<file path="config.mk">
export PLATFORM = sky130hd
export DESIGN_NAME = requant_sched
export DESIGN_NICKNAME = d
export VERILOG_FILES = /design/src/rtl/requant_sched.sv
export SDC_FILE = /design/constraint.sdc
export NUM_CORES = 1
export LEC_CHECK = 0
export ABC_AREA = 1
export BUFFER_PORTS_ARGS = -buffer_cell sky130_fd_sc_hd__buf_2
export CAP_MARGIN = 30
export CORE_UTILIZATION = 25
export DETAILED_ROUTE_END_ITERATION = 10
export HOLD_SLACK_MARGIN = 0.1
export SLEW_MARGIN = 40
export SYNTH_ARGS = -nofsm -noshare
export SYNTH_HDL_FRONTEND = slang
export SYNTH_SLANG_ARGS = --single-unit
</file>
<file path="constraint.sdc">
create_clock -name clock -period 2.9 [get_ports clock]
set_clock_uncertainty 0.15 [all_clocks]
set_input_delay 0.29 -clock clock [delete_from_list [all_inputs] [get_ports clock]]
set_output_delay 0.29 -clock clock [all_outputs]
set_load 0.02 [all_outputs]
</file>
<file path="src/rtl/requant_sched.sv">
// requant_sched: round-robin scheduler that feeds four request channels
// through one shared requantizer. It reprograms the requantizer only when the
// Nquant value changes, watches for a stalled requantizer, and holds each
// result until the consumer accepts it.
module requant_sched #(
   parameter int unsigned TMO_CYCLES = 63
) (
   input  logic        clock,
   input  logic        reset,
   input  logic [3:0]  req_valid,
   input  logic [71:0] req_data,
   output logic [3:0]  req_ready,
   input  logic        cfg_we,
   input  logic [1:0]  cfg_ch,
   input  logic [4:0]  cfg_nquant,
   output logic        cfg_err,
   output logic        rq_reset,
   output logic [4:0]  rq_nquant,
   output logic [17:0] rq_datain,
   output logic        rq_endatain,
   input  logic [17:0] rq_dataout,
   input  logic        rq_done,
   output logic        out_valid,
   output logic [17:0] out_data,
   output logic [1:0]  out_ch,
   input  logic        out_ready,
   output logic        busy,
   output logic        timeout_err,
   output logic [15:0] done_cnt
);

   typedef enum logic [2:0] {IDLE, CFG, ISSUE, WAIT, HOLD} state_t;

   localparam logic [5:0] TMO_LAST = 6'(TMO_CYCLES - 1);

   state_t      state;
   logic [1:0]  ptr;
   logic        loaded;
   logic [4:0]  last_nq;
   logic [17:0] cur_data;
   logic [1:0]  cur_ch;
   logic [4:0]  cur_nq;
   logic [5:0]  tmo_cnt;
   logic [4:0]  nq_reg [4];
   logic [17:0] req_word [4];

   logic        gnt_any;
   logic [1:0]  gnt_idx;
   logic [1:0]  cand;
   logic        cfg_ok;

   assign rq_nquant = cur_nq;
   assign rq_datain = cur_data;
   assign cfg_ok    = (cfg_nquant != 5'd0) && (cfg_nquant <= 5'd18);

   // Split the packed request bus into per-channel words.
   always_comb begin
      for (int unsigned i = 0; i < 4; i++) begin
         req_word[i] = req_data[18*i +: 18];
      end
   end

   // Round-robin search starting at ptr for the first valid requester.
   always_comb begin
      gnt_any = 1'b0;
      gnt_idx = '0;
      cand    = '0;
      for (int unsigned i = 0; i < 4; i++) begin
         cand = ptr + 2'(i);
         if (!gnt_any && req_valid[cand]) begin
            gnt_any = 1'b1;
            gnt_idx = cand;
         end
      end
   end

   // Grant pulse is only presented when the FSM will actually accept it.
   always_comb begin
      req_ready = '0;
      if (state == IDLE && gnt_any && !reset) begin
         req_ready[gnt_idx] = 1'b1;
      end
   end

   // Per-channel Nquant registers; out-of-range writes are rejected with a pulse.
   always_ff @(posedge clock) begin
      if (reset) begin
         for (int unsigned i = 0; i < 4; i++) begin
            nq_reg[i] <= 5'd18;
         end
         cfg_err <= 1'b0;
      end else begin
         cfg_err <= 1'b0;
         if (cfg_we) begin
            if (cfg_ok) begin
               nq_reg[cfg_ch] <= cfg_nquant;
            end else begin
               cfg_err <= 1'b1;
            end
         end
      end
   end

   // Transaction FSM with registered control outputs.
   always_ff @(posedge clock) begin
      if (reset) begin
         state       <= IDLE;
         ptr         <= '0;
         loaded      <= 1'b0;
         last_nq     <= '0;
         cur_data    <= '0;
         cur_ch      <= '0;
         cur_nq      <= '0;
         tmo_cnt     <= '0;
         done_cnt    <= '0;
         out_data    <= '0;
         out_ch      <= '0;
         out_valid   <= 1'b0;
         busy        <= 1'b0;
         rq_reset    <= 1'b0;
         rq_endatain <= 1'b0;
         timeout_err <= 1'b0;
      end else begin
         rq_reset    <= 1'b0;
         rq_endatain <= 1'b0;
         timeout_err <= 1'b0;
         case (state)
            IDLE: begin
               if (gnt_any) begin
                  cur_data <= req_word[gnt_idx];
                  cur_ch   <= gnt_idx;
                  cur_nq   <= nq_reg[gnt_idx];
                  ptr      <= gnt_idx + 2'd1;
                  busy     <= 1'b1;
                  if (!loaded || nq_reg[gnt_idx] != last_nq) begin
                     state    <= CFG;
                     rq_reset <= 1'b1;
                  end else begin
                     state       <= ISSUE;
                     rq_endatain <= 1'b1;
                  end
               end
            end
            CFG: begin
               last_nq     <= cur_nq;
               loaded      <= 1'b1;
               state       <= ISSUE;
               rq_endatain <= 1'b1;
            end
            ISSUE: begin
               tmo_cnt <= '0;
               state   <= WAIT;
            end
            WAIT: begin
               // Compare before incrementing so that rq_done on the same cycle
               // the count would reach TMO_CYCLES still wins.
               if (rq_done) begin
                  out_data  <= rq_dataout;
                  out_ch    <= cur_ch;
                  done_cnt  <= done_cnt + 16'd1;
                  out_valid <= 1'b1;
                  state     <= HOLD;
               end else if (tmo_cnt == TMO_LAST) begin
                  timeout_err <= 1'b1;
                  loaded      <= 1'b0;
                  busy        <= 1'b0;
                  state       <= IDLE;
               end else begin
                  tmo_cnt <= tmo_cnt + 6'd1;
               end
            end
            HOLD: begin
               if (out_ready) begin
                  out_valid <= 1'b0;
                  busy      <= 1'b0;
                  state     <= IDLE;
               end
            end
            default: begin
               busy  <= 1'b0;
               state <= IDLE;
            end
         endcase
      end
   end

endmodule

</file>
# After elaboration in Yosys (flattened, before gate mapping)
# Memory sizes are Yosys's and may differ from the RTL's.
# Index checks and enable logic that the tools add are counted.
[classes] bitwise_logic=6 n_mux=54 n_eq_ne=13 n_lt_le_gt_ge=8 add_sub_neg=6 n_reduce_logical=30
[ops] operator="binary-select mux 18 bit (select 2 bit)" count=1
[ops] operator="2-to-1 mux 18 bit" count=2
[ops] operator="2-to-1 mux 1 bit" count=26
[ops] operator="adder 16 x 1 -> 16 bit, second input constant" count=1
[ops] operator="less-than comparator 2 x 3 -> 1 bit, second input constant" count=5
[ops] operator="case mux 3 bit (5 select lines)" count=1
[ops] operator="2-to-1 mux 2 bit" count=6
[ops] operator="2-to-1 mux 3 bit" count=4
[ops] operator="2-to-1 mux 6 bit" count=2
[ops] operator="inequality test 2 bit, second input constant" count=6
[ops] operator="case mux 6 bit (2 select lines)" count=1
[ops] operator="AND reduction 3 bit" count=4
[ops] operator="binary-select mux 1 bit (select 2 bit)" count=4
[ops] operator="logical AND 1 bit" count=7
[ops] operator="adder 6 x 1 -> 6 bit, second input constant" count=1
[ops] operator="equality test 3 x 2 -> 1 bit, second input constant" count=2
[ops] operator="equality test 6 bit, second input constant" count=1
[ops] operator="case mux 1 bit (2 select lines)" count=3
[ops] operator="nonzero test 2 bit" count=3
[ops] operator="OR reduction 3 bit" count=2
[ops] operator="less-or-equal comparator 5 bit, second input constant" count=1
[ops] operator="zero test 1 bit" count=5
[ops] operator="2-to-1 mux 5 bit" count=1
[ops] operator="inequality test 5 bit" count=1
[ops] operator="other kinds (19)" count=27
[word_totals] ramBits=20 reg_bits=84 n_memories=1
[memory_table] name="nq_reg" depth=4 width=5 read_ports=1 rd_ports_with_merged_regs=0 wr=4 line="44" source="logic [4:0] nq_reg [4];"

# Longest topological paths before layout
# An unclocked memory read counts as a cell.
[logic_depth] depth_word=18 mapped_depth=20

# Worst setup path before layout
# OpenSTA, ideal clock, no wires.
[synth_path] path_type="register to output" startpoint="register ptr[0]" endpoint="output req_ready[0]" arrival_ns=2.108 stages_incl_launch_ff=14 setup_slack_ns=0.352 cell_sequence="dfxtp_1 buf_6 nand2_2 nand3_1 nand2_1 a21oi_1 nand2_2 nand2_4 buf_6 buf_2 buf_2 ha_1 inv_1 nor2_1"
[synth_between] elab_chain_cells=17 word_cells_on_any_way=33
[synth_lines] element="start, declared" line="37" source="logic [1:0] ptr;"
[synth_lines] element="start signal, assigned" line="133" source="ptr <= gnt_idx + 2'd1;"
[synth_lines] element="branches (longest 16 deep; another with less-than comparator 2 x 3 -> 1 bit)"
[synth_lines] element="2-to-1 mux 4 bit (*)" line="80" source="if (state == IDLE && gnt_any && !reset) begin"
[synth_lines] element="end, declared" line="12" source="output logic [3:0] req_ready,"
# Every way passes the cells marked *. The select of a mux whose other input is x is not followed.

# Final worst setup path
[layout_path] startpoint="register ptr[0]" endpoint="output req_ready[1]"
# The elaborated chain is that of the path after synthesis.

==> results.md <==
* P_sw at between 3000 and 4000 uW
* Worst slew margin at 67.1%
* Post-Synth XOR/XNOR Area at 0%
* Worst Setup SP: ptr[0]
* Syn Nets at 871
* Setup TNS at 0 ns
* Adder-cell share of the synthesized area at 1.63%
* Setup CP Type: reg2out
* Nets at 1075
* Reg-to-reg slack, setup at 0.36 ns
* Worst-Skew Late Latency at ~0.35 ns
* Synth top area share at 31.3%
* Layout overhead on the synthesized area at 34.2%
* Htree depth at 3
* Filler instances at around 2.3k
* 1st-iter DRT viols at 150
* Predominant post-synthesis flop cell: dfxtp_1
* Post-synth top area cell: dfxtp_1
* Mux cell area share after synthesis at 0%
* Buffers on Ports at 174
* CTS Buffer Depth at 2
* Endpoint class of the critical path: primary output
* Post-Synth Simple-Gate Area at between 30% and 40%
* Count leader, synth: nor2_1
* Yosys reg bits at 104
* Drt pass-1 iters at 4
* Num CTS Buffers at 9
* Drt via density at roughly 4.4
* Sw frac at approximately half
* Clk sink count at ~100
* Synth Instances at 758
* Largest net degree at the start of global routing at 46
* Clk pwr share at ~15%
* Top cells by count, synth: nor2_1, nand2_1, inv_1
* GRT Util Overall at 14.3%
* Final HPWL DP at 11400 um
* Hold_ws at 0.127 ns
* Final WS setup at about 0.17 ns
* Combinational power share at slightly below 60%
* Final std cells w/o fill at 1242
* Placed insts at between 1k and 1.5k
* RD Place Congestion at slightly above 0.8
* Hold WC Path Type: in2reg
* Worst-margin pin slew at around 0.49 ns
* Row cnt at 53
* Reg clk slew, reported paths at 0.07 ns
* Drt total wl at around 16000 um
* Worst EP required at 2.46 ns
* Status: completed
* Flip-flop count of the largest register after layout at 20
* Starting Density at roughly a quarter
* Unrepaired setup endpoints after global routing: false
* Leak at approximately 0.0035 uW
* Int Pwr at roughly 3800 uW
* PwrDens at 1000 nW/um^2
* Maximum vdd drop at roughly 460 uV
* Critical Path Start Type: flip-flop
* CP max FO at 17
* # DRC at 0
* Root Buffer: clkbuf_16
* CTS tree: yes
* Io pins at 175
* Critical path arrival at 2.29 ns
* Die H at 149 um
* Core area at 21100 sq um
* Post-synthesis compound-gate area fraction at 15.4%
* Max-Cap Viols at 0
* Number of synthesized flops with an enable pin at 20
* Crit path to: req_ready[1]
* Main combinational cell family by area after synthesis: simple AND/OR/NAND/NOR gates
* Synth area leaders: dfxtp_1, edfxtp_1, nor2_1, nand2_1, o21ai_0
* Reg2reg end: state[0]
* Slew Limit Fails at 0
* R2R cell count at 19
* Grt ovf at 0
* Sequential-to-total area share from yosys stat at a little over two fifths
* Vias in the first global route at 5078
* Post-synth design cell area at between 5000 and 6000 sq um
* Antenna diode count at 0
* Die Area at about 22000 sq um
* Tcrit/Tclk final at a little over nine tenths
* Average wire per standard cell at 12.8 um
* Synth unique cells at 38
* Yosys Warn Count at 0
* RR Startpoint: ptr[0]
* FF+latch area at around 2300 sq um
* Final ANT Viol Nets at 0
* Layout cells sized above 1 at between 20 and 30%
* Vias at between 5k and 6k
* Asr flop ratio synth at 0%
* Initial antenna violation count at 0
* Reg power frac at between 20% and 30%
* Final hold viol count at 0
* Tmin final at ~2.7 ns
* Syn_area_per_cell at about 7.1 sq um
* Setup WS pre-CTS at about 0.25 ns
* Peak Freq at 0.367 GHz
* Multi-input gate area at between 2000 and 3000 sq um
* Final setup vio count at 0
* First-pass GRT wire length at between 20000 and 25000 um
* Die W at roughly 150 um
[worst max-delay path: stages, from the launching register on]
cell     delay (ns)
dfxtp_1        0.34
buf_4          0.19
nand2_1        0.07
nand2_1        0.11
nand2_1        0.08
nand2_2        0.11
nor2_4         0.05
nand3_2        0.12
nand3_2        0.10
nand2_4        0.10
buf_6          0.20
ha_1           0.16
inv_1          0.04
nor2_1         0.09
buf_2          0.17
[metrics by stage]
step / power (uW) / util, % / area (sq um)
floorplan: 4880 / - / 5380
global placement: 5930 / 31.1 / 6560
detailed placement: 5960 / 31.1 / 6560
CTS: 7160 / 34.0 / 7160
global route: 7880 / 34.2 / 7220
finish: 7240 / 34.2 / 7220
[cells in the final DEF (no fill, tap or decap), types with 3 or more instances in the layout]
| master | Yosys | routed |
|---|---|---|
| buf_4 | 1 | 14 |
| nand3b_1 | 9 | 9 |
| dfxtp_1 | 84 | 83 |
| o211ai_1 | 11 | 11 |
| o32ai_1 | 4 | 4 |
| nand2_4 | 4 | 3 |
| clkinv_1 | 1 | 4 |
| edfxtp_1 | 20 | 20 |
| nor3_1 | 12 | 11 |
| dlygate4sd3_1 | 0 | 33 |
| o21ai_1 | 20 | 19 |
| nand4_1 | 7 | 7 |
| nand2_1 | 113 | 112 |
| ha_1 | 7 | 7 |
| inv_1 | 90 | 90 |
| a211oi_1 | 3 | 3 |
| o22ai_1 | 6 | 6 |
| nand3_1 | 42 | 42 |
| nand2_2 | 9 | 10 |
| clkbuf_16 | 0 | 9 |
| a21oi_1 | 28 | 28 |
| nand3_2 | 6 | 6 |
| buf_2 | 10 | 174 |
| nor2_2 | 7 | 8 |
| o21ai_0 | 74 | 74 |
| nor2_1 | 148 | 147 |
| inv_2 | 7 | 6 |
[timing repair]
| item | CTS | global route |
|---|---|---|
| pin swaps | 0 | 2 |
| gates cloned | 0 | 1 |
| hold buffers | 33 | 0 |
| gates resized for setup | 1 | 10 |
| setup buffers | 0 | 2 |
| endpoints found under the hold margin | 30 | 0 |
| setup endpoints to repair | 2 | 4 |
[power by group through the flow]
stage / clock, uW / combinational [uW] / sequential [uW]
floorplan: 0 / 2740 / 2130
global placement: 0 / 3970 / 1960
detailed placement: 0 / 4000 / 1960
CTS: 1160 / 4070 / 1930
global route: 1210 / 4700 / 1970
finish: 1110 / 4190 / 1940
[cells by family (layout without fill, tap and decap cells)]
kind of cell | after synthesis | count (layout)
AND/OR/NAND/NOR | 366 | 367
buffers and inverters | 130 | 338
AO/OA/AOI/OAI | 151 | 151
flip-flops | 104 | 104
adder cells (fa/ha/maj) | 7 | 7
[area by class of cell]
| type | count | area share [%] |
|---|---|---|
| clock inverter | 5 | 0.329 |
| timing repair buffer | 224 | 18.8 |
| tap | 275 | 4.77 |
| clock buffer | 11 | 3.22 |
| inverter | 98 | 5.17 |
| multi-input combinational | 525 | 36.1 |
| sequential | 104 | 31.6 |
[layer usage]
layer	GRT usage, %	vias up	wire length (um)
li1	-	2870	-
met2	25.0	166	7400
met5	0	-	0
met3	3.93	13	1050
met1	17.1	2448	7260
met4	3.45	0	184
[how the worst min path moves through the flow]
| stage | end | start | slack [ns] | depth (start not counted) |
|---|---|---|---|---|
| final | rq_datain[14] | req_data[68] | 0.13 | 3 |
| after global routing | rq_datain[3] | req_data[39] | 0.15 | 3 |
| after CTS | rq_datain[9] | req_data[63] | 0.12 | 3 |
| after detailed placement | busy | busy | 0.31 | 2 |
| after global placement | busy | busy | 0.30 | 2 |
| after floorplan | timeout_err | rq_done | 0.22 | 1 |
Note: power is estimated with default switching activity, not from simulation.
